==> src/rtl/pipeline_stall_ctrl_if.sv <==
// Hazard requests into, and PC / IF-ID / ID-EX controls out of, the pipeline stall controller.
// Purely combinational bundle; no handshake or backpressure of its own.
interface pipeline_stall_ctrl_if;
  logic       nop_lock_id;
  logic       branch_taken_ex;
  logic       syscall_halt_id;
  logic       resume;
  logic       pc_en;
  logic       ifid_en;
  logic       ifid_flush;
  logic       idex_bubble;
  logic       halted;
  logic       stall_timeout;
  logic [1:0] state_o;

  modport master (
    output nop_lock_id, branch_taken_ex, syscall_halt_id, resume,
    input  pc_en, ifid_en, ifid_flush, idex_bubble, halted, stall_timeout, state_o
  );

  modport slave (
    input  nop_lock_id, branch_taken_ex, syscall_halt_id, resume,
    output pc_en, ifid_en, ifid_flush, idex_bubble, halted, stall_timeout, state_o
  );
endinterface

==> src/rtl/pipeline_stall_ctrl.sv <==
// Arbitrates halt / branch flush / load-use stall into 5-stage pipeline controls; 0-cycle (Mealy) control latency.
// Stalls are the backpressure; STALL_CTRL_PERF_CNT_EN adds STALL/FLUSH/HALT occupancy counters.
module pipeline_stall_ctrl #(
  parameter int unsigned FLUSH_CYCLES = 1,
  parameter int unsigned MAX_STALL    = 4
) (
  input  logic                 clk,
  input  logic                 rst_n,
  pipeline_stall_ctrl_if.slave ctl
`ifdef STALL_CTRL_PERF_CNT_EN
  ,
  output logic [31:0]          perf_stall_cnt,
  output logic [31:0]          perf_flush_cnt,
  output logic [31:0]          perf_halt_cnt
`endif
);

  localparam logic [1:0] S_RUN   = 2'd0;
  localparam logic [1:0] S_STALL = 2'd1;
  localparam logic [1:0] S_FLUSH = 2'd2;
  localparam logic [1:0] S_HALT  = 2'd3;

  localparam logic [3:0] FLUSH_LD  = 4'(FLUSH_CYCLES - 1);
  localparam logic [7:0] STALL_MAX = 8'(MAX_STALL);

  logic [1:0] state, next_state;
  logic [3:0] flush_cnt, flush_cnt_nxt;
  logic [7:0] stall_cnt, stall_cnt_nxt;
  logic       stall_timeout;

  // Priority: HALT holds until resume, then syscall > branch > flush window > load-use.
  always_comb begin
    next_state    = S_RUN;
    flush_cnt_nxt = flush_cnt;
    if (state == S_HALT) begin
      next_state = ctl.resume ? S_RUN : S_HALT;
    end else if (ctl.syscall_halt_id) begin
      next_state = S_HALT;
    end else if (ctl.branch_taken_ex) begin
      next_state    = S_FLUSH;
      flush_cnt_nxt = FLUSH_LD;
    end else if (state == S_FLUSH && flush_cnt != 4'd0) begin
      next_state    = S_FLUSH;
      flush_cnt_nxt = flush_cnt - 4'd1;
    end else if (ctl.nop_lock_id) begin
      next_state = S_STALL;
    end
  end

  always_comb begin
    stall_cnt_nxt = 8'd0;
    if (state == S_STALL)
      stall_cnt_nxt = (stall_cnt < STALL_MAX) ? stall_cnt + 8'd1 : stall_cnt;
  end

  always_ff @(posedge clk or negedge rst_n) begin
    if (!rst_n) begin
      state         <= S_RUN;
      flush_cnt     <= 4'd0;
      stall_cnt     <= 8'd0;
      stall_timeout <= 1'b0;
    end else begin
      state         <= next_state;
      flush_cnt     <= flush_cnt_nxt;
      stall_cnt     <= stall_cnt_nxt;
      stall_timeout <= stall_timeout | (stall_cnt_nxt == STALL_MAX);
    end
  end

  // Reset holds the pipeline frozen with a bubble in ID/EX.
  always_comb begin
    ctl.pc_en       = 1'b0;
    ctl.ifid_en     = 1'b0;
    ctl.ifid_flush  = 1'b0;
    ctl.idex_bubble = 1'b1;
    if (rst_n) begin
      case (next_state)
        S_RUN: begin
          ctl.pc_en       = 1'b1;
          ctl.ifid_en     = 1'b1;
          ctl.idex_bubble = 1'b0;
        end
        S_FLUSH: begin
          ctl.pc_en      = 1'b1;
          ctl.ifid_en    = 1'b1;
          ctl.ifid_flush = 1'b1;
        end
        default: ;
      endcase
    end
  end

  assign ctl.halted        = (state == S_HALT);
  assign ctl.state_o       = state;
  assign ctl.stall_timeout = stall_timeout;

`ifdef STALL_CTRL_PERF_CNT_EN
  always_ff @(posedge clk or negedge rst_n) begin
    if (!rst_n) begin
      perf_stall_cnt <= 32'd0;
      perf_flush_cnt <= 32'd0;
      perf_halt_cnt  <= 32'd0;
    end else begin
      if (state == S_STALL) perf_stall_cnt <= perf_stall_cnt + 32'd1;
      if (state == S_FLUSH) perf_flush_cnt <= perf_flush_cnt + 32'd1;
      if (state == S_HALT)  perf_halt_cnt  <= perf_halt_cnt + 32'd1;
    end
  end
`endif

endmodule
==> src/flat_wrapper.sv <==
// flat-port wrapper written by rule: the top's interface ports become plain ports
module pipeline_stall_ctrl_flat 
#(
  parameter int unsigned FLUSH_CYCLES = 1,
  parameter int unsigned MAX_STALL    = 4
)
  (clk, rst_n, ctl_nop_lock_id, ctl_branch_taken_ex, ctl_syscall_halt_id, ctl_resume, ctl_pc_en, ctl_ifid_en, ctl_ifid_flush, ctl_idex_bubble, ctl_halted, ctl_stall_timeout, ctl_state_o);
  pipeline_stall_ctrl_if ctl_i ();
  input  logic clk;
  input  logic rst_n;
  input wire logic [$bits(ctl_i.nop_lock_id)-1:0] ctl_nop_lock_id;
  input wire logic [$bits(ctl_i.branch_taken_ex)-1:0] ctl_branch_taken_ex;
  input wire logic [$bits(ctl_i.syscall_halt_id)-1:0] ctl_syscall_halt_id;
  input wire logic [$bits(ctl_i.resume)-1:0] ctl_resume;
  output wire logic [$bits(ctl_i.pc_en)-1:0] ctl_pc_en;
  output wire logic [$bits(ctl_i.ifid_en)-1:0] ctl_ifid_en;
  output wire logic [$bits(ctl_i.ifid_flush)-1:0] ctl_ifid_flush;
  output wire logic [$bits(ctl_i.idex_bubble)-1:0] ctl_idex_bubble;
  output wire logic [$bits(ctl_i.halted)-1:0] ctl_halted;
  output wire logic [$bits(ctl_i.stall_timeout)-1:0] ctl_stall_timeout;
  output wire logic [$bits(ctl_i.state_o)-1:0] ctl_state_o;
  assign ctl_i.nop_lock_id = ctl_nop_lock_id;
  assign ctl_i.branch_taken_ex = ctl_branch_taken_ex;
  assign ctl_i.syscall_halt_id = ctl_syscall_halt_id;
  assign ctl_i.resume = ctl_resume;
  assign ctl_pc_en = ctl_i.pc_en;
  assign ctl_ifid_en = ctl_i.ifid_en;
  assign ctl_ifid_flush = ctl_i.ifid_flush;
  assign ctl_idex_bubble = ctl_i.idex_bubble;
  assign ctl_halted = ctl_i.halted;
  assign ctl_stall_timeout = ctl_i.stall_timeout;
  assign ctl_state_o = ctl_i.state_o;
  pipeline_stall_ctrl #(.FLUSH_CYCLES(FLUSH_CYCLES), .MAX_STALL(MAX_STALL)) u_core (.clk(clk), .rst_n(rst_n), .ctl(ctl_i));
endmodule
==> config.mk <==
export PLATFORM = sky130hd
export DESIGN_NAME = pipeline_stall_ctrl_flat
export DESIGN_NICKNAME = d
export VERILOG_FILES = /design/src/rtl/pipeline_stall_ctrl_if.sv /design/src/rtl/pipeline_stall_ctrl.sv /design/src/flat_wrapper.sv
export SDC_FILE = /design/constraint.sdc
export NUM_CORES = 1
export LEC_CHECK = 0
export BUFFER_PORTS_ARGS = -buffer_cell sky130_fd_sc_hd__buf_2
export CAP_MARGIN = 20
export CORE_MARGIN = 5
export CORE_UTILIZATION = 40
export CTS_BUF_LIST = sky130_fd_sc_hd__clkbuf_16
export DETAILED_ROUTE_END_ITERATION = 7
export GPL_ROUTABILITY_DRIVEN = 1
export PLACE_DENSITY_LB_ADDON = 0.12
export SLEW_MARGIN = 20
export SYNTH_ARGS = -nofsm -noshare
export SYNTH_HDL_FRONTEND = slang
export SYNTH_SLANG_ARGS = --single-unit
==> constraint.sdc <==
create_clock -name clk -period 1.6 [get_ports clk]
set_input_delay 0.48 -clock clk [delete_from_list [all_inputs] [get_ports clk]]
set_output_delay 0.48 -clock clk [all_outputs]
set_load 0.03 [all_outputs]
== After elaboration in Yosys (flattened, before gate mapping) ==
Cells that the tools add are included.

* $add $sub $neg: 2
* Multipliers: 0
* Divide/modulo/power cells: 0
* $lt $le $gt $ge: 1
* Equality and inequality tests: 5
* Shifts and indexed selects: 0
* Mux-type cells: 16
* Bitwise logic cells: 3
* Reductions and logical operators: 6

{| class="wikitable"
|+ Operators by type and width
! kind !! count
|-
| $mux W8 || 2
|-
| $mux W2 || 5
|-
| $add A8 B1 Y8 const B || 1
|-
| $eq A8 B3 Y1 const B || 1
|-
| $lt A8 B3 Y1 const B || 1
|-
| $mux W4 || 2
|-
| $mux W1 || 7
|-
| $eq A2 B2 Y1 const B || 3
|-
| $reduce_bool A4 Y1 || 1
|-
| $sub A4 B1 Y4 const B || 1
|-
| $reduce_and A3 Y1 || 1
|-
| $eq A2 B1 Y1 const B || 1
|-
| $logic_not A2 Y1 || 1
|-
| $not A1 Y1 || 2
|-
| $reduce_bool A2 Y1 || 1
|-
| $reduce_or A2 Y1 || 1
|-
| $logic_and A1 B1 Y1 || 1
|-
| $or A1 B1 Y1 || 1
|}

* Register bits after elaboration: 15
* Latch bits: 0
* Bits in writable memories: 0
* Memory bits (read-only): 0
* Bits of input ports: 6
* Output and inout bits: 8
* Logic and storage cells: 37
* Memories: 0

== Depth between registers and ports, before layout ==
Gate-level depths: netlist (run 1).

* Depth in word-level cells: 10
* Depth in mapped cells: 5

== Least setup slack after synthesis (run 1) ==
OpenSTA, ideal clock, no wires.

* Kind: flip-flop to output port
* Start point: reg u_core.state[0] (netlist: u_core.ctl.state_o[0])
* End point: out ctl_idex_bubble
* Arrival time: 1799 ps
* Data required time: 1120 ps
* Setup slack: -679 ps
* Cell stages (with the launch flop): 5
* Cell sequence: dfrtp_1 nand2b_1 a21oi_1 nor4_1 o21ai_0

* Cells in the longest elaborated chain, start to end: 9
* Elaborated cells on any way between the ends: 10
* Those cells by class: 2 x eq/ne; 6 x mux; 2 x reduce/logical

{| class="wikitable"
|+ RTL lines
! what !! line !! text
|-
| start: declaration || pipeline_stall_ctrl.sv:26 || <nowiki>logic [1:0] state, next_state;</nowiki>
|-
| start signal: assignment || pipeline_stall_ctrl.sv:63 || <nowiki>state <= next_state;</nowiki>
|-
| $eq A2 B2 Y1 || pipeline_stall_ctrl.sv:42 || <nowiki>end else if (state == S_FLUSH && flush_cnt != 4'd0) begin</nowiki>
|-
| $logic_and A1 B1 Y1 || pipeline_stall_ctrl.sv:42 ||
|-
| $mux W2 || pipeline_stall_ctrl.sv:42 ||
|-
| $mux W2 || pipeline_stall_ctrl.sv:39 || <nowiki>end else if (ctl.branch_taken_ex) begin</nowiki>
|-
| $mux W2 || pipeline_stall_ctrl.sv:37 || <nowiki>end else if (ctl.syscall_halt_id) begin</nowiki>
|-
| $mux W2 (*) || pipeline_stall_ctrl.sv:35 || <nowiki>if (state == S_HALT) begin</nowiki>
|-
| $logic_not A2 Y1 (*) || pipeline_stall_ctrl.sv:77 || <nowiki>case (next_state)</nowiki>
|-
| $mux W1 (*) || pipeline_stall_ctrl.sv:77 ||
|-
| $mux W1 (*) || pipeline_stall_ctrl.sv:76 || <nowiki>if (rst_n) begin</nowiki>
|-
| end: declaration || flat_wrapper.sv:18 || <nowiki>output wire logic [$bits(ctl_i.idex_bubble)-1:0] ctl_idex_bubble;</nowiki>
|}

Mark *: on every way between the ends. The rest lies on a longest branch, timed or not.

== Final worst setup path (run 1) ==
* Start point: reg u_core.state[0] (netlist: u_core.ctl.state_o[0])
* End point: out ctl_ifid_en

* Cells in the longest elaborated chain, start to end: 10
* Elaborated cells on any way between the ends: 12
* Those cells by class: 3 x eq/ne; 6 x mux; 3 x reduce/logical

{| class="wikitable"
|+ RTL lines
! what !! line !! text
|-
| $eq A2 B2 Y1 || pipeline_stall_ctrl.sv:42 ||
|-
| $logic_and A1 B1 Y1 || pipeline_stall_ctrl.sv:42 ||
|-
| $mux W2 || pipeline_stall_ctrl.sv:42 ||
|-
| $mux W2 || pipeline_stall_ctrl.sv:39 ||
|-
| $mux W2 || pipeline_stall_ctrl.sv:37 ||
|-
| $mux W2 (*) || pipeline_stall_ctrl.sv:35 ||
|-
| $eq A2 B2 Y1 or $logic_not A2 Y1 (tied branches) || pipeline_stall_ctrl.sv:77 ||
|-
| $reduce_or A2 Y1 (no line) (*) || - ||
|-
| $mux W1 (*) || pipeline_stall_ctrl.sv:77 ||
|-
| $mux W1 (*) || pipeline_stall_ctrl.sv:76 ||
|-
| end: declaration || flat_wrapper.sv:16 || <nowiki>output wire logic [$bits(ctl_i.ifid_en)-1:0] ctl_ifid_en;</nowiki>
|}

Marked as above.

==> impl_metrics.json, run 1 <==
{
  "status": "finished with violations",
  "violations": "negative setup slack",
  "finalSetupViolCount": 7,
  "reg2reg_slack_ns": -0.06,
  "dpl_cell_area_um2": 1049,
  "skew_ns": 0.0007916,
  "yosysWarnings": 0,
  "worst_slack_ns": -0.2153,
  "intPower_uw": 1458,
  "dpl.cell_count": 134,
  "fp.dieW_um": 54.43,
  "avgViaCountPerCell": 4.958,
  "insertion_delay_ns": 0.24,
  "clk_path_buf_depth": 2,
  "reg2reg_from": "u_core.stall_cnt[5]$_DFF_PN0_",
  "period_share_pct": 113.5,
  "ctsHtreeMaxLevel": 1,
  "pre_cts_ws_ns": -0.1754,
  "path_clk_slew_ns": 0.05,
  "swShare_pct": 38.13,
  "ios": 14,
  "avgSynthCellArea_um2": 9.994,
  "dr.pass1.iters": 4,
  "drt_iter0_markers": 9,
  "first_global_vias": 729,
  "grt_overflow": 0,
  "worstPathMaxFanout": 5,
  "fin_cells": 143,
  "yosysSeqAreaShare_pct": 47.54,
  "die_area_um2": 2962,
  "worstPathArrival_ns": 1.34,
  "wirelength_um": 1886,
  "synth_flop_cell": "dfrtp_1",
  "diodes": 0,
  "via_count": 709,
  "cts_buffers": 3,
  "syn_inst": 79,
  "p_leak_uw": 0.0005867,
  "cp-start-kind": "register",
  "cts_tree": "yes",
  "end_kind": "primary output",
  "drive_gt1_share_pct": 50.00,
  "synth_area_um2": 789.5,
  "rsz0062_at_grt": "true",
  "finalHoldViolCount": 0,
  "max_freq_mhz": 550.9,
  "route.detailed.drc": 0,
  "grt_pass1_wl_um": 3270,
  "syn_to_final_growth_pct": 58.00,
  "slew_viol_final": 0,
  "postLayoutCellArea_um2": 1247,
  "ys_async_sr_fraction_pct": 100.0,
  "period_needed_ns": 1.815,
  "setup_tns_ns": -1.001,
  "clock-sinks": 15,
  "reg2reg_to": "u_core.ctl.stall_timeout$_DFF_PN0_",
  "hpwl_um": 1330,
  "grt_max_degree": 9,
  "routedWlPerCell_um": 13.19,
  "core-area_um2": 1922,
  "synthDistinctLibCells": 31,
  "clkPwrFrac_pct": 20.0,
  "grt_usage_pct": 16.08,
  "reg2regPathDepth": 4,
  "port_buffers": 13,
  "drtAntennaViolNets": 0,
  "finalWeightedCongestion": 0.7772,
  "antenna_found_initial": 0,
  "slew_headroom_pct": 80.75,
  "fill_cells": 155,
  "p_seq_share_pct": 24.6,
  "final_util_pct": 64.91,
  "vdd_drop_max_v": 0.001042,
  "synth-edff-count": 0,
  "ys_seq_elements": 15,
  "p_per_area_nw_per_um2": 1889,
  "worstSetupPathType": "reg2out",
  "start_util_pct": 41.08,
  "tightestPinTransition_ns": 0.2888,
  "die_h_um": 54.43,
  "rows": 16,
  "critical_path_required_ns": 1.12,
  "maxCapViolations": 0,
  "hold_class": "in2async",
  "root_buffer": "clkbuf_16",
  "p_sw_uw": 898.5,
  "nets": 126,
  "synth_nets": 88,
  "combPwrFrac_pct": 55.4
}
-- registers in the layout (all words and copies together), names as in the netlist --
register	cells
u_core.flush_cnt	4
u_core.stall_cnt	8
u_core.ctl.stall_timeout	1
u_core.ctl.state_o	2
-- layer usage --
metal / global-route usage (%) / up-vias / part of all wire [%]
met5: 0 / - / 0
met3: 4.087 / 2 / 3.9
met4: 9.544 / 0 / 1.2
met1: 20.88 / 338 / 46
li1: - / 357 / -
met2: 23.90 / 12 / 49
-- critical path: stages (launching register included) --
cell and delay, ns:
dfrtp_2 0.43, nand2b_4 0.16, a21o_1 0.20, a21oi_4 0.15, buf_6 0.15
-- how the worst max path moves through the flow --
stage / to / from
after detailed placement: ctl_idex_bubble / ctl_syscall_halt_id
after global routing: ctl_pc_en / u_core.ctl.state_o[0]$_DFF_PN0_
final: ctl_ifid_en / u_core.ctl.state_o[0]$_DFF_PN0_
after CTS: ctl_idex_bubble / u_core.ctl.state_o[1]$_DFF_PN0_
after global placement: ctl_idex_bubble / ctl_syscall_halt_id
after floorplan: ctl_pc_en / u_core.ctl.state_o[0]$_DFF_PN0_
-- through the flow --
step,hold WS [ns],power [uW]
after floorplan,0.1844,1229
after detailed placement,0.2950,1618
final,0.03953,2356
after global routing,0.03990,2524
after global placement,0.2959,1610
after CTS,0.03866,2322
-- cell families after synthesis --
kind of cell | synth area share (%)
AND/OR/NAND/NOR | 22.19
AO/OA/AOI/OAI | 18.38
flip-flops | 47.54
buffers and inverters | 3.486
adder cells (fa/ha/maj) | 4.755
multiplexers | 2.536
XOR/XNOR | 1.110
-- power by group through the flow --
| stage | registers (uW) | clock network [uW] | logic [uW] |
|---|---|---|---|
| final | 579 | 472 | 1310 |
| after global routing | 593 | 501 | 1430 |
| after floorplan | 641 | 0 | 588 |
| after detailed placement | 578 | 0 | 1040 |
| after global placement | 576 | 0 | 1030 |
| after CTS | 577 | 485 | 1260 |
-- synthesized netlist by cell type, types with 2 or more instances --
library cell	count	share of area (%)
dfrtp_1	15	48
ha_1	3	4.8
o21ai_0	3	1.9
nor2_1	11	5.2
nand2_1	2	0.95
and2_1	5	4.0
or3_1	2	1.6
inv_1	4	1.9
mux2i_1	2	2.5
nand2b_1	3	2.4
a21o_1	2	1.9
a21oi_1	8	5.1
-- placed cells by master (no fill, tap or decap), types with 2 or more instances in the layout --
cell type	netlist	final
mux2i_1	2	2
dfrtp_2	0	2
buf_4	1	21
nor2_2	0	2
dfrtp_1	15	13
nand2_1	2	2
nand2b_1	3	2
and2_1	5	5
nor2_1	11	9
a21oi_1	8	5
a21o_1	2	2
o21ai_2	0	2
buf_6	0	6
clkbuf_16	0	3
inv_2	0	2
inv_1	4	3
buf_2	1	8
a21oi_4	0	2
ha_1	3	2
-- area by class of cell --
| class | instances | area [um^2] | area share [%] |
|---|---|---|---|
| inverters | 4 | 15.01 | 1.204 |
| multi-input cells | 58 | 476.7 | 38.21 |
| clock buffers | 3 | 75.07 | 6.018 |
| well taps | 27 | 33.78 | 2.708 |
| repair buffers | 35 | 265.3 | 21.26 |
| flip-flops and latches | 15 | 377.9 | 30.29 |
| clock inverters | 1 | 3.754 | 0.3009 |
-- repair_timing --
action | CTS | global route
pin swaps | 6 | 2
setup buffers | 3 | 2
hold buffers | 0 | 0
endpoints found under the setup margin | 8 | 9
resized for setup | 22 | 2
cloned | 0 | 0
No activity file was read; power rests on OpenSTA's default activity.
==> run 2: changes to the inputs <==
CELL_PAD_IN_SITES_DETAIL_PLACEMENT = 1   (was unset)
CELL_PAD_IN_SITES_GLOBAL_PLACEMENT = 2   (was unset)
CORE_UTILIZATION = 30   (was 40)
==> impl_metrics.json, run 2 (synthesized netlist as in run 1, its figures left out) <==
{
  "status": "finished with violations",
  "violations": "negative setup slack",
  "path_clk_slew_ns": 0.05,
  "period_share_pct": 115.2,
  "grt_pass1_wl_um": 3739,
  "rsz0062_at_grt": "true",
  "hpwl_um": 1745,
  "diodes": 0,
  "die_area_um2": 3758,
  "syn_to_final_growth_pct": 58.80,
  "skew_ns": 0.0008184,
  "antenna_found_initial": 0,
  "reg2regPathDepth": 4,
  "worstPathMaxFanout": 5,
  "die_h_um": 61.30,
  "holdWs_ns": 0.2059,
  "nets": 123,
  "end_kind": "primary output",
  "p_per_area_nw_per_um2": 1928,
  "vdd_drop_max_v": 0.0009295,
  "wirelength_um": 2285,
  "rows": 18,
  "critical_path_required_ns": 1.12,
  "clock-sinks": 15,
  "regMostFlops": "u_core.stall_cnt",
  "grt_max_degree": 10,
  "finalHoldViolCount": 0,
  "insertion_delay_ns": 0.24,
  "first_global_vias": 793,
  "root_buffer": "clkbuf_16",
  "via_count": 743,
  "setup_tns_ns": -1.063,
  "worstPathArrival_ns": 1.36,
  "worstSetupPathType": "reg2out",
  "largest_reg_flops": 8,
  "route.detailed.drc": 0,
  "postLayoutCellArea_um2": 1254,
  "port_buffers": 13,
  "layout_common_cells": "buf_4, dfrtp_1, nor2_1",
  "grt_overflow": 0,
  "clk_path_buf_depth": 2,
  "final_common_cell": "buf_4",
  "hold_buffers": 0,
  "ios": 14,
  "max_freq_mhz": 542.4,
  "avgViaCountPerCell": 5.196,
  "ctsHtreeMaxLevel": 1,
  "worst_slack_ns": -0.2437,
  "grt_usage_pct": 14.01,
  "dr.pass1.iters": 4,
  "fp.dieW_um": 61.30,
  "start_util_pct": 31.58,
  "p_leak_uw": 0.0005751,
  "reg2reg_to": "u_core.ctl.stall_timeout$_DFF_PN0_",
  "slew_headroom_pct": 79.97,
  "cts_tree": "yes",
  "tightestPinTransition_ns": 0.3004,
  "reg2reg_slack_ns": -0.09,
  "drtAntennaViolNets": 0,
  "cp-start-kind": "register",
  "slew_viol_final": 0,
  "routedWlPerCell_um": 15.98,
  "finalWeightedCongestion": 0.7828,
  "dpl_cell_area_um2": 1060,
  "drive_gt1_share_pct": 51.33,
  "drt_iter0_markers": 19,
  "core-area_um2": 2500,
  "hold_class": "in2async",
  "total_power_uw": 2417,
  "cts_buffers": 3,
  "maxCapViolations": 0,
  "reg2reg_from": "u_core.stall_cnt[5]$_DFF_PN0_",
  "period_needed_ns": 1.844,
  "finalSetupViolCount": 8
}
## run 2: cell types whose count changed in the layout (fill, tap and decap cells not counted), sizes merged
cell    change
buf         -3
inv         -1
clkinv      +1
## run 2: worst max-delay path: stages (launching register included)
cell and delay [ns]:
dfrtp_2 0.44, a21o_1 0.21, nor4_2 0.25, o21ai_2 0.08
buf_6 0.14
## run 2: how the worst max path moves through the flow
| stage | depth (start not counted) | startpoint | end |
|---|---|---|---|
| finish | 4 | u_core.ctl.state_o[0]$_DFF_PN0_ | ctl_idex_bubble |
| global route | 4 | u_core.ctl.state_o[1]$_DFF_PN0_ | ctl_idex_bubble |
| CTS | 4 | u_core.ctl.state_o[0]$_DFF_PN0_ | ctl_ifid_en |
| detailed placement | 5 | ctl_syscall_halt_id | ctl_idex_bubble |
| global placement | 5 | ctl_syscall_halt_id | ctl_idex_bubble |
| floorplan | 4 | u_core.ctl.state_o[0]$_DFF_PN0_ | ctl_pc_en |
## run 2: per-stage QoR
stage,worst slack (ns),utilization [%],instances
finish,-0.2437,50.15,143
global route,-0.3122,50.15,143
CTS,-0.2645,48.45,142
detailed placement,-0.1964,42.39,138
global placement,-0.1417,42.39,138
floorplan,-0.2074,-,79
## run 2: layer usage
| metal | global-route usage [%] | share of wire (%) |
|---|---|---|
| met1 | 16.39 | 42 |
| met5 | 0 | 0 |
| met3 | 3.983 | 4.6 |
| met2 | 24.17 | 52 |
| met4 | 5.263 | 1.4 |
## run 2: layout make-up
| cell class | instances | area (um^2) |
|---|---|---|
| fill | 272 | 1246 |
| multi-input combinational | 58 | 504.2 |
| sequential | 15 | 377.9 |
| timing repair buffer | 32 | 239.0 |
| clock buffer | 3 | 75.07 |
| tap | 30 | 37.54 |
| inverter | 4 | 15.01 |
| clock inverter | 1 | 5.005 |
## run 2: repair_timing
item,in CTS,in global routing
setup buffers,0,1
pin swaps,2,3
resized for setup,20,7
setup endpoints to repair,9,9
endpoints found under the hold margin,0,0
## run 2: power breakdown
group	total, uW	switching [uW]	internal (uW)
Combinational	1330	705	622
Clock	485	151	334
Sequential	605	127	478
Total	2420	983	1430
==> run 3: changes to the inputs <==
CORE_UTILIZATION = 32   (was 30)
CTS_BUF_LIST = sky130_fd_sc_hd__clkbuf_2   (was sky130_fd_sc_hd__clkbuf_16)
SETUP_SLACK_MARGIN = 0.4   (was unset)
==> impl_metrics.json, run 3 (synthesized netlist as in run 1, its figures left out) <==
{
  "status": "finished with violations",
  "violations": "negative setup slack",
  "cts_buffers": 3,
  "antenna_found_initial": 0,
  "start_util_pct": 32.76,
  "clock-sinks": 15,
  "drtAntennaViolNets": 0,
  "grt_usage_pct": 13.55,
  "layout_common_cells": "buf_4, dfrtp_1, buf_6",
  "cpPeakStageDelay_ns": 0.46,
  "dpl_cell_area_um2": 1061,
  "reg2reg_slack_ns": -0.12,
  "largest_reg_flops": 8,
  "postLayoutCellArea_um2": 1351,
  "routedWlPerCell_um": 13.86,
  "diodes": 0,
  "worstPathMaxFanout": 4,
  "cts_tree": "yes",
  "root_buffer": "clkbuf_2",
  "drt_iter0_markers": 10,
  "total_power_uw": 2379,
  "worstSetupPathType": "reg2out",
  "vdd_drop_max_v": 0.001115,
  "insertion_delay_ns": 0.29,
  "cp_cell_sequence": "buf_6 > and3_4 > nor3b_4 > a21oi_4 > buf_6",
  "worst_slack_ns": -0.3587,
  "syn_to_final_growth_pct": 71.16,
  "reg2reg_to": "u_core.ctl.stall_timeout$_DFF_PN0_",
  "p_per_area_nw_per_um2": 1761,
  "clk_path_buf_depth": 2,
  "end_kind": "primary output",
  "final_common_cell": "buf_4",
  "path_delay_family": "flip-flops",
  "holdWs_ns": 0.1050,
  "reg2regPathDepth": 4,
  "avgViaCountPerCell": 4.921,
  "core-area_um2": 2410,
  "fp.dieW_um": 59.67,
  "p_sw_uw": 1008,
  "via_count": 748,
  "finalSetupViolCount": 10,
  "grt_max_degree": 14,
  "regMostFlops": "u_core.stall_cnt",
  "hpwl_um": 1546,
  "p_leak_uw": 0.0006234,
  "slew_viol_final": 0,
  "rows": 18,
  "maxCapViolations": 0,
  "first_global_vias": 778,
  "pre_cts_ws_ns": -0.2736,
  "path_clk_slew_ns": 0.16,
  "nets": 132,
  "finalHoldViolCount": 0,
  "dr.pass1.iters": 3,
  "rsz0062_at_grt": "true",
  "path_buf_inv": 2,
  "route.detailed.drc": 0,
  "max_freq_mhz": 510.5,
  "grt_pass1_wl_um": 3546,
  "hold_class": "in2async",
  "clkPwrFrac_pct": 7.9,
  "die_h_um": 59.67,
  "dpl.cell_count": 138,
  "skew_ns": 0.002093,
  "cp-start-kind": "register",
  "finalWeightedCongestion": 0.7624,
  "reg2reg_from": "u_core.stall_cnt[5]$_DFF_PN0_",
  "tightestPinTransition_ns": 0.3032,
  "die_area_um2": 3561,
  "cpMaxStageDelayCell": "dfrtp_2",
  "intPower_uw": 1372,
  "critical_path_required_ns": 1.12,
  "ctsHtreeMaxLevel": 1,
  "worstPathArrival_ns": 1.48,
  "slew_headroom_pct": 79.78,
  "ios": 14,
  "drive_gt1_share_pct": 63.93,
  "swShare_pct": 42.36,
  "grt_overflow": 0,
  "fin_cells": 152,
  "period_share_pct": 122.4,
  "port_buffers": 13,
  "p_seq_share_pct": 24.7,
  "combPwrFrac_pct": 67.4,
  "period_needed_ns": 1.959,
  "cp_common_cell": "buf_6",
  "wirelength_um": 2106
}
==> run 3: cell types whose count changed in the layout (fill, tap and decap cells not counted), sizes merged <==
cell and change:
dlygate4sd3 +1, buf +8
==> run 3: worst max-delay path by stage <==
stage | start | end | slack (ns) | depth (start not counted)
6_report | u_core.ctl.state_o[0]$_DFF_PN0_ | ctl_pc_en | -0.36 | 5
5_1_grt | u_core.ctl.state_o[0]$_DFF_PN0_ | ctl_pc_en | -0.47 | 5
4_1_cts | u_core.ctl.state_o[0]$_DFF_PN0_ | ctl_pc_en | -0.40 | 5
3_5_place_dp | u_core.flush_cnt[0]$_DFFE_PN0P_ | ctl_ifid_flush | -0.27 | 6
3_3_place_gp | ctl_syscall_halt_id | ctl_idex_bubble | -0.22 | 5
2_1_floorplan | u_core.ctl.state_o[0]$_DFF_PN0_ | ctl_pc_en | -0.21 | 4
==> run 3: power by group through the flow <==
stage | combinational, uW | clock, uW | sequential, uW
finish | 1600 | 188 | 588
global route | 1730 | 222 | 604
CTS | 1470 | 198 | 579
global placement | 1070 | 0 | 574
detailed placement | 1080 | 0 | 585
floorplan | 592 | 0 | 641
==> run 3: repair_timing <==
item,in CTS,in global routing
pin swaps,6,7
endpoints found under the hold margin,1,0
resized for setup,39,12
cloned,0,0
endpoints found under the setup margin,18,22
setup buffers,7,2
hold buffers,1,0
==> run 3: through the flow <==
step	TNS (ns)	util, %
final	-1.951	56.07
after global placement	-1.001	44.03
after CTS	-2.253	53.32
after floorplan	-0.6836	-
after global routing	-2.834	56.07
after detailed placement	-1.144	44.03
==> run 3: final cells by class <==
type | count | area [um^2]
Tap cell | 30 | 37.54
Clock buffer | 3 | 15.01
Inverter | 4 | 15.01
Timing Repair Buffer | 41 | 339.1
Multi-Input combinational cell | 58 | 560.5
Fill cell | 262 | 1059
Sequential cell | 15 | 379.1
Clock inverter | 1 | 5.005
==> run 3: routing by layer <==
layer / GRT usage, % / part of all wire [%] / up-vias
met5: 0 / 0 / -
li1: - / - / 366
met1: 15.94 / 42 / 367
met2: 23.61 / 53 / 10
met4: 6.646 / 1.9 / 0
met3: 2.160 / 3.2 / 5
